**src/rtl/key_events.sv**
```systemverilog
// key_events: debounced push-button with press / release / long-press pulses.
// The raw key is synchronized, normalized so that 1 = pressed, then tracked by
// a five-state FSM sharing one 25-bit counter for debounce and hold timing.
// All event pulses are registered, one cycle wide and mutually exclusive.
module key_events #(
    parameter int DEBOUNCE_CYCLES = 270000,
    parameter int LONG_CYCLES     = 27000000,
    parameter int KEY_ACTIVE_LOW  = 1
) (
    input  logic       CLK,
    input  logic       RST,
    input  logic [1:1] F_KEY,
    output logic       key_state,
    output logic       key_press,
    output logic       key_release,
    output logic       key_long,
    output logic [2:1] F_LED,
    output logic [2:0] o_dbg_state
);

    typedef enum logic [2:0] {
        IDLE       = 3'd0,
        DB_PRESS   = 3'd1,
        HELD       = 3'd2,
        LONG       = 3'd3,
        DB_RELEASE = 3'd4
    } state_t;

    // Raw level of an untouched key, used as the synchronizer reset value.
    localparam logic        KEY_IDLE = (KEY_ACTIVE_LOW != 0) ? 1'b1 : 1'b0;
    localparam logic [24:0] DB_LAST  = 25'(DEBOUNCE_CYCLES - 1);
    localparam logic [24:0] LG_LAST  = 25'(LONG_CYCLES - 1);

    logic        r_sync1;
    logic        r_sync2;
    logic        w_k;

    state_t      r_state;
    state_t      w_state_nxt;
    logic [24:0] r_cnt;
    logic [24:0] w_cnt_nxt;
    logic        r_long_seen;
    logic        w_long_seen_nxt;

    logic        w_press;
    logic        w_release;
    logic        w_long;

    logic        r_key_press;
    logic        r_key_release;
    logic        r_key_long;
    logic        r_led_toggle;
    logic        r_led_long;

    // Two-flop synchronizer for the asynchronous button level.
    always_ff @(posedge CLK) begin
        if (RST) begin
            r_sync1 <= KEY_IDLE;
            r_sync2 <= KEY_IDLE;
        end else begin
            r_sync1 <= F_KEY[1];
            r_sync2 <= r_sync1;
        end
    end

    assign w_k = (KEY_ACTIVE_LOW != 0) ? ~r_sync2 : r_sync2;

    // FSM state, shared counter and long-press flag.
    always_ff @(posedge CLK) begin
        if (RST) begin
            r_state     <= IDLE;
            r_cnt       <= '0;
            r_long_seen <= 1'b0;
        end else begin
            r_state     <= w_state_nxt;
            r_cnt       <= w_cnt_nxt;
            r_long_seen <= w_long_seen_nxt;
        end
    end

    // Next-state, counter update and event decode. Every count-up path ends
    // at its compare value, so the counter can never wrap.
    always_comb begin
        w_state_nxt     = r_state;
        w_cnt_nxt       = r_cnt;
        w_long_seen_nxt = r_long_seen;
        w_press         = 1'b0;
        w_release       = 1'b0;
        w_long          = 1'b0;
        case (r_state)
            IDLE: begin
                if (w_k) begin
                    w_state_nxt = DB_PRESS;
                    w_cnt_nxt   = '0;
                end
            end
            DB_PRESS: begin
                if (!w_k) begin
                    w_state_nxt = IDLE;
                    w_cnt_nxt   = '0;
                end else if (r_cnt == DB_LAST) begin
                    w_state_nxt     = HELD;
                    w_cnt_nxt       = '0;
                    w_long_seen_nxt = 1'b0;
                    w_press         = 1'b1;
                end else begin
                    w_cnt_nxt = r_cnt + 25'd1;
                end
            end
            HELD: begin
                if (!w_k) begin
                    w_state_nxt = DB_RELEASE;
                    w_cnt_nxt   = '0;
                end else if (r_cnt == LG_LAST) begin
                    w_state_nxt     = LONG;
                    w_cnt_nxt       = '0;
                    w_long_seen_nxt = 1'b1;
                    w_long          = 1'b1;
                end else begin
                    w_cnt_nxt = r_cnt + 25'd1;
                end
            end
            LONG: begin
                if (!w_k) begin
                    w_state_nxt = DB_RELEASE;
                    w_cnt_nxt   = '0;
                end
            end
            DB_RELEASE: begin
                if (w_k) begin
                    // A release glitch returns to the hold state; if the long
                    // press already fired it is not fired again, otherwise the
                    // long-press timer starts over.
                    w_state_nxt = r_long_seen ? LONG : HELD;
                    w_cnt_nxt   = '0;
                end else if (r_cnt == DB_LAST) begin
                    w_state_nxt = IDLE;
                    w_cnt_nxt   = '0;
                    w_release   = 1'b1;
                end else begin
                    w_cnt_nxt = r_cnt + 25'd1;
                end
            end
            default: begin
                w_state_nxt = IDLE;
                w_cnt_nxt   = '0;
            end
        endcase
    end

    // Registered event pulses and LED indicators.
    always_ff @(posedge CLK) begin
        if (RST) begin
            r_key_press   <= 1'b0;
            r_key_release <= 1'b0;
            r_key_long    <= 1'b0;
            r_led_toggle  <= 1'b0;
            r_led_long    <= 1'b0;
        end else begin
            r_key_press   <= w_press;
            r_key_release <= w_release;
            r_key_long    <= w_long;
            if (w_press) begin
                r_led_toggle <= ~r_led_toggle;
            end
            if (w_long) begin
                r_led_long <= 1'b1;
            end else if (w_release) begin
                r_led_long <= 1'b0;
            end
        end
    end

    assign key_press   = r_key_press;
    assign key_release = r_key_release;
    assign key_long    = r_key_long;
    assign F_LED       = {r_led_long, r_led_toggle};
    assign key_state   = (r_state == HELD) || (r_state == LONG) || (r_state == DB_RELEASE);
    assign o_dbg_state = r_state;

endmodule

```
**config.mk**
```make
export PLATFORM = sky130hd
export DESIGN_NAME = key_events
export DESIGN_NICKNAME = d
export VERILOG_FILES = /design/src/rtl/key_events.sv
export SDC_FILE = /design/constraint.sdc
export NUM_CORES = 1
export LEC_CHECK = 0
export ABC_AREA = 1
export CAP_MARGIN = 0
export CORE_MARGIN = 1.5
export CORE_UTILIZATION = 64
export DETAILED_ROUTE_END_ITERATION = 12
export PLACE_DENSITY_LB_ADDON = 0.12
export SLEW_MARGIN = 20
export SYNTH_ARGS = -nofsm -noshare
export SYNTH_HDL_FRONTEND = slang
export SYNTH_SLANG_ARGS = --single-unit
```
**constraint.sdc**
```tcl
create_clock -name CLK -period 2.8 [get_ports CLK]
set_input_delay 0.28 -clock CLK [delete_from_list [all_inputs] [get_ports CLK]]
set_output_delay 0.28 -clock CLK [all_outputs]
set_load 0.1 [all_outputs]
```
==> flow_metrics.py <==
metrics = {
    "worst_setup_path": {
        "cp_common_cell": "nand2_2",
        "worstSetupPathType": "reg -> reg",
        "start_kind": "register",
        "required_ns": 3.06,
        "r2r-end": "r_cnt[5]",
        "r2r-start": "r_cnt[0]",
        "rrSetupSlack_ns": 0.84,
        "path_max_fanout": 16,
        "path_cells": "ha_1 > nand2_2 > nor2_4 > nand3_2 > nor2_4 > nand2_2 > nand2_4 > nand3_4 > nand2_2 > inv_2 > nand2_1 > inv_1",
        "reg2regPathDepth": 12,
        "crit_path_end_kind": "register",
        "slowest_stage": "dfxtp_1",
        "cpPeakStageDelay_ns": 0.38,
        "crit_arrival_ns": 2.22,
    },
    "place": {
        "post-dp-hpwl_mm": 3.65,
        "place_congestion": 0.968,
        "postPlaceCellArea_um2": 2270,
        "io_buffers": 11,
        "dpl.cell_count": 384,
        "pre_cts_slack_ns": 0.852,
    },
    "timing": {
        "final.setup.tns_ns": 0,
        "slew_headroom_pct": 53.1,
        "period_share_pct": 70.1,
        "layout_setup_ws_ns": 0.836,
        "setup_viol_count_final": 0,
        "timing.fmax_mhz": 509,
        "report.final.hold_viol_count": 0,
        "layout_min_cycle_time_ns": 1.96,
        "rsz0062_at_grt": "no",
        "tightest_slew_ns": 0.702,
        "finalClockSkew_ns": 0.0104,
        "slew_viol_final": 0,
    },
    "clock_tree": {
        "holdBufCountCts": 0,
        "cts_resized": 0,
        "post_cts_buffers": 0,
        "clk_latency_ns": 0.35,
        "cts.sinks": 36,
        "cts_htree_levels": 2,
        "cts_tree": "built",
        "cts_root_buf": "clkbuf_4",
        "clk_pin_slew_ns": 0.10,
        "cts_buffers": 5,
        "clk_path_buf_depth": 2,
    },
    "yosys": {
        "synthCells": 335,
        "seq_area_frac_synth_pct": 33.2,
        "syn_avg_cell_area_um2": 6.48,
        "synth.area.top_cells": "dfxtp_1 33%, nand2_1 15%, nor2_1 8.0%, inv_1 7.3%, nand3_1 5.1%",
        "synth_area_um2": 2170,
        "synth_top_area_share_pct": 33.2,
        "syn_nets": 339,
        "ys.warnings.count": 0,
        "ys_types": 31,
        "ys_ff_latch": 36,
        "yosysTopAreaCell": "dfxtp_1",
    },
    "global_route": {
        "track_usage_pct": 29.7,
        "grt_pass1_vias": 1777,
        "grt_pass1_wl_mm": 8.04,
        "grt_overflow": 0,
        "grt_max_degree": 24,
        "antenna_found_initial": 0,
    },
    "cells_and_area": {
        "areaGrowthSynthToFinish_pct": 7.32,
        "stdcell_count": 392,
        "final_nets": 351,
        "fin_area_um2": 2330,
        "diodes": 0,
        "drive_gt1_share_pct": 17.0,
    },
    "floorplan": {
        "dieHeight_um": 61.2,
        "io_pins": 12,
        "rows": 20,
        "die_area_um2": 3750,
        "die_w_um": 61.2,
        "initial_core_util_pct": 69.4,
        "core_um2": 3130,
    },
    "status": {
        "outcome": "finished clean",
    },
    "routing": {
        "route.detailed.drc": 0,
        "vias_per_cell": 5.42,
        "wl_mm": 4.94,
        "post_drt_wl_per_cell_um": 12.6,
        "first_iter_violations": 239,
        "drt_pass1_iterations": 5,
        "drtAntennaViolNets": 0,
        "num_vias": 2123,
    },
    "pwr": {
        "powerDensity_nw_per_um2": 607,
        "finalPower_uw": 1410,
        "irDropWorstVdd_mv": 0.751,
        "p_leak_uw": 0.00102,
    },
    "min_path": {
        "hold_depth": 1,
        "hp-start": "r_sync1",
        "min_delay_worst_endpoint": "r_sync2",
        "hold_path.class": "reg -> reg",
    },
    "run": {
        "cap_violations": 0,
    },
}
-- registers in the layout (all words and copies together) (netlist names) --
name / cells
key_long: 1
key_press: 1
r_led_long: 1
r_long_seen: 1
key_release: 1
r_sync2: 1
r_sync1: 1
r_cnt: 25
r_led_toggle: 1
o_dbg_state: 3
-- critical path: cells and delay by family, from the launching register on --
kind	cells	cell delay (ns)
flops	1	0.38
fa+ha+maj	1	0.20
simple gates	9	1.21
buf+inv	2	0.08
-- area by class of cell --
cell class | count | area, um2
multi-input combinational | 234 | 1180
fill | 253 | 800
sequential | 36 | 721
inverter | 58 | 218
timing repair buffer | 12 | 95.1
clock buffer | 8 | 58.8
tap | 44 | 55.1
-- per-layer routing --
metal / up-vias / track usage, % / share of wire (%)
li1: 1079 / - / -
met1: 938 / 39.2 / 45
met5: - / 0 / 0
met2: 93 / 46.8 / 45
met3: 13 / 7.14 / 7.9
met4: 0 / 11.5 / 2.4
-- cells in the final DEF (no fill, tap or decap) --
cell,n
nor2_4,2
nand4_2,6
clkbuf_8,1
ha_1,1
xor2_1,4
buf_4,10
o211ai_1,1
clkbuf_1,2
nand4_1,11
a21oi_1,12
nand2_2,8
or2_2,2
nand3_1,22
nor2_1,46
inv_2,16
o21ai_1,4
o21ai_2,2
dfxtp_1,36
nor3_1,8
nand3_2,4
clkdlybuf4s50_1,2
clkbuf_4,5
o21bai_1,3
nor4_1,1
nand3_4,1
inv_1,42
nand2_4,1
o211ai_2,1
o21ai_0,5
nand3b_1,2
nand2_1,87
-- worst max path at each step --
stage / start / end / depth (start not counted)
4_1_cts: r_cnt[0] / r_cnt[5] / 12
6_report: r_cnt[0] / r_cnt[5] / 12
5_1_grt: r_cnt[0] / r_cnt[11] / 12
3_3_place_gp: r_cnt[0] / r_cnt[11] / 12
3_5_place_dp: r_cnt[0] / r_cnt[5] / 12
2_1_floorplan: o_dbg_state[1] / key_state / 3
-- report_power, final --
group          leakage [uW]  total (uW)  switching [uW]  internal, uW
logic              0.000701         560             440           120
clock network     0.0000326         294             170           124
registers          0.000291         559            24.5           534
total               0.00102        1410             635           778
-- cell usage after synthesis, drive strengths merged --
library cell  count
inv              58
o211ai            2
nand4            17
ha                1
clkbuf            1
nand3            27
o21bai            3
o21ai            11
dfxtp            36
nand3b            2
buf               6
xor2              4
a21oi            12
or2               2
nor4              1
nor3              8
nor2             48
nand2            96
-- cells by family after synthesis --
logic type      synth area share (%)
compound gates                  7.61
fa+ha+maj                      0.577
simple gates                    44.6
xor+xnor                        1.61
buf+inv                         12.3
flops                           33.2
-- per-stage QoR --
step	utilization, %	hold WS (ns)
3_5_place_dp	72.6	0.396
2_1_floorplan	-	0.384
5_1_grt	74.4	0.456
6_report	74.4	0.421
4_1_cts	74.4	0.421
3_3_place_gp	72.6	0.393
Note: power is estimated with default switching activity, not from simulation.
